[config.mk]
export PLATFORM = sky130hd
export DESIGN_NAME = lf_adder_share_arb
export DESIGN_NICKNAME = d
export VERILOG_FILES = /design/src/rtl/lf_adder_share_arb.sv
export SDC_FILE = /design/constraint.sdc
export NUM_CORES = 1
export LEC_CHECK = 0
export BUFFER_PORTS_ARGS = -buffer_cell sky130_fd_sc_hd__buf_2
export CAP_MARGIN = 20
export CORE_ASPECT_RATIO = 1.75
export CORE_UTILIZATION = 25
export CTS_CLUSTER_DIAMETER = 200
export DETAILED_ROUTE_END_ITERATION = 12
export PLACE_DENSITY = 0.57
export SETUP_SLACK_MARGIN = 0.4
export SYNTH_ARGS = -nofsm -noshare
export SYNTH_HDL_FRONTEND = slang
export SYNTH_SLANG_ARGS = --single-unit
[constraint.sdc]
create_clock -name clk -period 3.05 [get_ports clk]
set_input_delay 0.1525 -clock clk [delete_from_list [all_inputs] [get_ports clk]]
set_output_delay 0.1525 -clock clk [all_outputs]
set_load 0.02 [all_outputs]
[src/rtl/lf_adder_share_arb.sv]
`default_nettype none
// +----------------------------------------------------------------------------+
// | Module      : lf_adder_share_arb (with helper Ladner_Fischer_Exact)        |
// | Description : Round-robin arbiter that shares one exact 16-bit Ladner-     |
// |               Fischer prefix adder among NREQ requesters. It supports      |
// |               locked multi-word carry chains and a single-entry result     |
// |               buffer with valid/ready handshaking.                         |
// | Options     : `define LF_ARB_STATS_EN adds per-requester grant counters    |
// |               and the stat_sel / stat_count ports.                         |
// | Revision    : 1.0 - initial release                                        |
// +----------------------------------------------------------------------------+

// Exact 16-bit Ladner-Fischer prefix adder. The carry-in is folded into bit 0's
// generate term. Bit 16 of the result is the carry-out.
module Ladner_Fischer_Exact (
    input  logic [15:0] a_i,
    input  logic [15:0] b_i,
    input  logic        cin_i,
    output logic [16:0] sum_o
);
    // Prefix tree: at level l, each bit with bit l of its index set absorbs the
    // group (G,P) of the last bit of the preceding 2^l-aligned half block.
    always_comb begin
        logic [15:0] g0;
        logic [15:0] p0;
        logic [15:0] gg;
        logic [15:0] pp;
        logic [15:0] gn;
        logic [15:0] pn;
        int          j;
        g0    = a_i & b_i;
        p0    = a_i ^ b_i;
        gg    = g0;
        gg[0] = g0[0] | (p0[0] & cin_i);
        pp    = p0;
        gn    = gg;
        pn    = pp;
        j     = 0;
        for (int l = 0; l < 4; l++) begin
            gn = gg;
            pn = pp;
            for (int i = 0; i < 16; i++) begin
                if (((i >> l) & 1) == 1) begin
                    j     = ((i >> l) << l) - 1;
                    gn[i] = gg[i] | (pp[i] & gg[j]);
                    pn[i] = pp[i] & pp[j];
                end
            end
            gg = gn;
            pp = pn;
        end
        sum_o     = '0;
        sum_o[0]  = p0[0] ^ cin_i;
        for (int i = 1; i < 16; i++) begin
            sum_o[i] = p0[i] ^ gg[i-1];
        end
        sum_o[16] = gg[15];
    end
endmodule

module lf_adder_share_arb #(
    parameter int NREQ = 4,
    parameter int IDW  = 2
) (
    input  logic                 clk,
    input  logic                 rst,
    input  logic [NREQ-1:0]      req,
    input  logic [NREQ-1:0]      req_chain,
    input  logic [NREQ*16-1:0]   req_a,
    input  logic [NREQ*16-1:0]   req_b,
    input  logic [NREQ-1:0]      req_cin,
    output logic [NREQ-1:0]      ack,
    output logic                 rsp_valid,
    input  logic                 rsp_ready,
    output logic [16:0]          rsp_sum,
    output logic [IDW-1:0]       rsp_id,
    output logic                 locked,
    output logic [IDW-1:0]       lock_owner
`ifdef LF_ARB_STATS_EN
    ,
    input  logic [IDW-1:0]       stat_sel,
    output logic [15:0]          stat_count
`endif
);
    typedef enum logic [0:0] {
        S_UNLOCKED = 1'b0,
        S_LOCKED   = 1'b1
    } lock_state_t;

    lock_state_t     state_q, state_d;
    logic [IDW-1:0]  owner_q, owner_d;
    logic [IDW-1:0]  rr_q, rr_d;
    logic [15:0]     a_q, b_q;
    logic            cin_q;
    logic [IDW-1:0]  id_q;
    logic            valid_q;

    logic [NREQ-1:0] eligible;
    logic [IDW-1:0]  win;
    logic            any_elig;
    logic            accept;
    logic [15:0]     a_sel, b_sel;
    logic [16:0]     add_sum;
    logic            carry_q;

    // The operand register doubles as the result buffer: the adder output is
    // stable whenever the operands are held.
    Ladner_Fischer_Exact u_adder (
        .a_i   (a_q),
        .b_i   (b_q),
        .cin_i (cin_q),
        .sum_o (add_sum)
    );

    // Carry-out of the most recently accepted op. The operands of that op
    // stay registered until the next accept, so no separate flop is needed.
    assign carry_q = add_sum[16];

    // Eligibility mask, rotating priority search from rr_q, and operand mux.
    always_comb begin
        int idx;
        eligible = req;
        if (state_q == S_LOCKED) begin
            eligible = '0;
            eligible[owner_q] = req[owner_q];
        end
        win      = '0;
        any_elig = 1'b0;
        for (int k = 0; k < NREQ; k++) begin
            idx = int'(rr_q) + k;
            if (idx >= NREQ) idx = idx - NREQ;
            if (!any_elig && eligible[idx]) begin
                any_elig = 1'b1;
                win      = IDW'(idx);
            end
        end
        a_sel = '0;
        b_sel = '0;
        for (int i = 0; i < NREQ; i++) begin
            if (win == IDW'(i)) begin
                a_sel = req_a[16*i +: 16];
                b_sel = req_b[16*i +: 16];
            end
        end
        accept = (!valid_q || rsp_ready) && any_elig && !rst;
        ack    = '0;
        if (accept) ack[win] = 1'b1;
    end

    // Lock FSM next state and round-robin pointer update.
    always_comb begin
        state_d = state_q;
        owner_d = owner_q;
        rr_d    = rr_q;
        if (accept) begin
            if (state_q == S_UNLOCKED) begin
                rr_d = (int'(win) == NREQ - 1) ? '0 : win + 1'b1;
                if (req_chain[win]) begin
                    state_d = S_LOCKED;
                    owner_d = win;
                end
            end else if (!req_chain[win]) begin
                state_d = S_UNLOCKED;
                owner_d = '0;
            end
        end
    end

    // State, pointer and operand/result-buffer registers.
    always_ff @(posedge clk) begin
        if (rst) begin
            state_q <= S_UNLOCKED;
            owner_q <= '0;
            rr_q    <= '0;
            a_q     <= '0;
            b_q     <= '0;
            cin_q   <= 1'b0;
            id_q    <= '0;
            valid_q <= 1'b0;
        end else begin
            state_q <= state_d;
            owner_q <= owner_d;
            rr_q    <= rr_d;
            if (accept) begin
                a_q     <= a_sel;
                b_q     <= b_sel;
                cin_q   <= (state_q == S_LOCKED) ? carry_q : req_cin[win];
                id_q    <= win;
                valid_q <= 1'b1;
            end else if (rsp_ready) begin
                valid_q <= 1'b0;
            end
        end
    end

    assign rsp_valid  = valid_q;
    assign rsp_sum    = add_sum;
    assign rsp_id     = id_q;
    assign locked     = (state_q == S_LOCKED);
    assign lock_owner = owner_q;

`ifdef LF_ARB_STATS_EN
    logic [15:0] cnt_q [NREQ];

    // Saturating per-requester grant counters.
    always_ff @(posedge clk) begin
        if (rst) begin
            for (int i = 0; i < NREQ; i++) cnt_q[i] <= '0;
        end else begin
            for (int i = 0; i < NREQ; i++) begin
                if (ack[i] && (cnt_q[i] != 16'hFFFF)) cnt_q[i] <= cnt_q[i] + 16'd1;
            end
        end
    end

    // Counter readback; out-of-range selects return zero.
    always_comb begin
        stat_count = '0;
        for (int i = 0; i < NREQ; i++) begin
            if (stat_sel == IDW'(i)) stat_count = cnt_q[i];
        end
    end
`endif
endmodule
`default_nettype wire

==> metrics.txt <==
# TYPE chip_impl_metric gauge
chip_impl_metric{name="count_of_buffers_from_port_buffering",unit=""} 169
chip_impl_info{name="synth.most_common_cell",value="o21ai_0"} 1
chip_impl_metric{name="synth_sequential_area_ratio",unit="%"} 23.9
chip_impl_metric{name="fin_worst_skew",unit="ps"} 4.76
chip_impl_metric{name="final_max_slew_viol_count",unit=""} 0
chip_impl_metric{name="drcViolationCount",unit=""} 0
chip_impl_metric{name="cellInternalPower",unit="mW"} 2.30
chip_impl_metric{name="yosys_register_bits",unit=""} 41
chip_impl_info{name="hold_path.startpoint",value="req_b[55]"} 1
chip_impl_metric{name="met2WireLength",unit="µm"} 7330
chip_impl_metric{name="start_util",unit="%"} 25.7
chip_impl_metric{name="place_congestion",unit=""} 0.951
chip_impl_metric{name="floorplan.die_area",unit="µm²"} 14200
chip_impl_info{name="synth_top_cells_by_area",value="dfxtp_1, o21ai_0, mux2i_1"} 1
chip_impl_metric{name="grt_start_max_net_pins",unit=""} 49
chip_impl_metric{name="fillCellCount",unit=""} 1390
chip_impl_metric{name="final-seq-area",unit="µm²"} 832
chip_impl_info{name="rr_endpoint",value="b_q[14]"} 1
chip_impl_metric{name="insertion_delay",unit="ps"} 290
chip_impl_metric{name="synthCells",unit=""} 453
chip_impl_metric{name="r2r_setup_slack",unit="ps"} 480
chip_impl_metric{name="worstPathArrival",unit="ps"} 2680
chip_impl_metric{name="dieHeight",unit="µm"} 157
chip_impl_metric{name="dp_hpwl",unit="µm"} 10400
chip_impl_info{name="ys.flop_type",value="dfxtp_1"} 1
chip_impl_metric{name="power_leakage",unit="nW"} 2.61
chip_impl_metric{name="drt-total-wl",unit="µm"} 13100
chip_impl_metric{name="min_period_over_period",unit="%"} 92.9
chip_impl_metric{name="yosys.area.top_type_share",unit="%"} 23.9
chip_impl_metric{name="area_growth_syn_to_layout",unit="%"} 46.0
chip_impl_metric{name="placementRows",unit=""} 56
chip_impl_metric{name="clkTransAtPathRegs",unit="ps"} 60
chip_impl_metric{name="fin_nets",unit=""} 793
chip_impl_metric{name="setup_total_negative_slack",unit="ps"} 0
chip_impl_metric{name="clock_tree.buffer_depth",unit=""} 2
chip_impl_metric{name="vias",unit=""} 3902
chip_impl_info{name="rsz0062_at_grt",value="yes"} 1
chip_impl_metric{name="power_frac_comb",unit="%"} 65.7
chip_impl_metric{name="upper_clock_frequency_limit",unit="MHz"} 353
chip_impl_info{name="startpoint",value="a_q[0]"} 1
chip_impl_metric{name="first_iter_violations",unit=""} 198
chip_impl_metric{name="p_clk_share",unit="%"} 13.2
chip_impl_metric{name="groute.usage.overall",unit="%"} 17.5
chip_impl_metric{name="clock_sinks",unit=""} 41
chip_impl_metric{name="synth-edff-count",unit=""} 0
chip_impl_metric{name="finalHoldViolations",unit=""} 0
chip_impl_metric{name="max_cap_viol",unit=""} 0
chip_impl_info{name="critical_path.reg2reg.startpoint",value="rr_q[0]"} 1
chip_impl_metric{name="wire_per_inst",unit="µm"} 16.2
chip_impl_metric{name="post_synthesis_net_count",unit=""} 619
chip_impl_metric{name="first_global_vias",unit=""} 3752
chip_impl_metric{name="grt_first_pass_wirelength",unit="µm"} 19400
chip_impl_info{name="tritoncts",value="yes"} 1
chip_impl_info{name="timing.hold.worst.class",value="input pin to flop"} 1
chip_impl_metric{name="syn_area_per_cell",unit="µm²"} 7.58
chip_impl_metric{name="met1_length",unit="µm"} 4930
chip_impl_metric{name="drtPass1Iterations",unit=""} 4
chip_impl_metric{name="vias_per_cell",unit=""} 4.85
chip_impl_metric{name="worstPathRequired",unit="ps"} 2900
chip_impl_metric{name="antenna_left",unit=""} 0
chip_impl_metric{name="hold_depth",unit=""} 3
chip_impl_metric{name="globalRouteOverflowTotal",unit=""} 0
chip_impl_metric{name="synth_cell_type_count",unit=""} 54
chip_impl_metric{name="reg2regPathDepth",unit=""} 11
chip_impl_info{name="destination_of_the_critical_timing_path",value="rsp_sum[13]"} 1
chip_impl_metric{name="share_of_cells_above_drive_strength_1",unit="%"} 42.0
chip_impl_metric{name="pin_count",unit=""} 170
chip_impl_info{name="status",value="finished clean"} 1
chip_impl_metric{name="timing.max_slew.rel_slack",unit="%"} 64.1
chip_impl_metric{name="worstMarginPinSlew",unit="ps"} 539
chip_impl_metric{name="fin_hold_ws",unit="ps"} 143
chip_impl_info{name="synth_top_cell_by_area",value="dfxtp_1"} 1
chip_impl_info{name="ys_top_cells_by_count",value="o21ai_0, nand2_1, dfxtp_1"} 1
chip_impl_metric{name="synthArstFlopShare",unit="%"} 0
chip_impl_metric{name="total_switching_power",unit="mW"} 1.99
chip_impl_metric{name="core_area",unit="µm²"} 13400
chip_impl_metric{name="multi_input_area",unit="µm²"} 2560
chip_impl_info{name="clk_root_buffer_cell",value="clkbuf_16"} 1
chip_impl_metric{name="report.final.setup_viol",unit=""} 0
chip_impl_metric{name="switching_share",unit="%"} 46.4
chip_impl_metric{name="ir_drop",unit="V"} 0.000368
chip_impl_metric{name="cts_made_buffers",unit=""} 5
chip_impl_info{name="criticalPathCategory",value="flop to primary output"} 1
chip_impl_metric{name="chipWidth",unit="µm"} 90.6
chip_impl_metric{name="grt_antenna_before_repair",unit=""} 3
chip_impl_metric{name="cts_max_level",unit=""} 2
chip_impl_metric{name="powerDensity",unit="nW/µm²"} 856
chip_impl_metric{name="final_core_util",unit="%"} 37.5
chip_impl_metric{name="power.sequential.fraction",unit="%"} 21.2
chip_impl_metric{name="detailroute.wirelength.met3",unit="µm"} 416
chip_impl_info{name="cp-end-kind",value="primary output"} 1
chip_impl_metric{name="worst-path-max-fanout",unit=""} 2
chip_impl_metric{name="fin_crit",unit="ps"} 2830
chip_impl_info{name="timing.critical_path.from_type",value="flop"} 1
chip_impl_metric{name="synth_area",unit="µm²"} 3430
chip_impl_metric{name="synth_warnings",unit=""} 0
chip_impl_info{name="top_layer",value="met5"} 1
==> worst max-delay path, stage by stage (launching register included) <==
cell and delay [ps]:
dfxtp_2 320, inv_2 50, fa_2 190, inv_2 40, fa_2 340, a211oi_2 280, o21ai_2 90, o2111ai_2 100
a21oi_2 100, or3_4 420, buf_4 150, xor2_2 150, buf_6 140
==> final cells by class <==
cell class                      instances  area share, %
Antenna cell                            3          0.150
Clock buffer                            7           3.04
Clock inverter                          1         0.0998
Inverter                               14           1.12
Multi-Input combinational cell        362           51.1
Sequential cell                        41           16.6
Tap cell                              174           4.34
Timing Repair Buffer                  201           23.3
Timing Repair inverter                  2          0.299
==> logic make-up (layout without fill, tap and decap cells) <==
| group | after synthesis | count (layout) | synth area share [%] |
|---|---|---|---|
| AO/OA/AOI/OAI | 141 | 141 | 23.6 |
| XOR/XNOR | 9 | 9 | 2.30 |
| adder cells (fa/ha/maj) | 23 | 23 | 9.47 |
| buffers and inverters | 50 | 225 | 6.52 |
| flip-flops | 41 | 41 | 23.9 |
| multiplexers | 38 | 38 | 11.4 |
| other | 0 | 3 | 0 |
| AND/OR/NAND/NOR | 151 | 151 | 22.8 |
==> how the worst min path moves through the flow <==
stage | to | slack, ps
floorplan | b_q[0] | 340
global placement | a_q[5] | 430
detailed placement | b_q[7] | 440
CTS | b_q[7] | 150
global route | a_q[5] | 160
finish | b_q[7] | 140
==> layer usage <==
layer  GRT usage, %  up-vias
met1           19.3     1777
met4           7.76        2
met5              0        -
li1               -     1981
met3           1.98       26
met2           33.2      116
==> cell usage in the layout (no fill, tap or decap), drive strengths merged, types with 3 or more instances in the layout <==
cell type  instances
o221ai             3
a21oi             41
and3              34
mux2               3
a21o               5
nand2b             3
mux2i             35
nand2             43
nor2              14
a22oi              3
dfxtp             41
buf              200
inv               12
diode              3
xnor2              3
clkbuf             8
nor3               4
clkinvlp           3
fa                 5
and2               3
a211oi             5
or3                3
nor2b              5
ha                18
nand3             37
xor2               6
o21ai             71
==> registers in the layout (all words and copies together), names as in the netlist <==
signal,count
rsp_id,2
rsp_valid,1
lock_owner,2
locked,1
a_q,16
b_q,16
cin_q,1
rr_q,2
==> timing repair <==
action                                  CTS  global route
cloned                                    2             1
pin swaps                                 5            20
resized for setup                        40            27
hold buffers                              0             0
endpoints found under the setup margin   44            46
setup buffers                             7            12
==> through the flow <==
stage | cells | power (mW) | instance area [µm²] | setup WS [ps]
floorplan | 453 | 2.53 | 3430 | 421
global placement | 772 | 3.28 | 4430 | 162
detailed placement | 772 | 3.33 | 4430 | 101
CTS | 789 | 4.11 | 4780 | 164
global route | 804 | 4.63 | 5010 | 134
finish | 805 | 4.29 | 5010 | 217
==> power by group through the flow <==
| stage | Sequential (mW) | Clock (mW) | Combinational [mW] |
|---|---|---|---|
| CTS | 0.908 | 0.571 | 2.63 |
| floorplan | 0.857 | 0 | 1.67 |
| global placement | 0.902 | 0 | 2.38 |
| global route | 0.934 | 0.595 | 3.10 |
| detailed placement | 0.911 | 0 | 2.42 |
| finish | 0.908 | 0.565 | 2.82 |
Note: power is estimated with default switching activity, not from simulation.
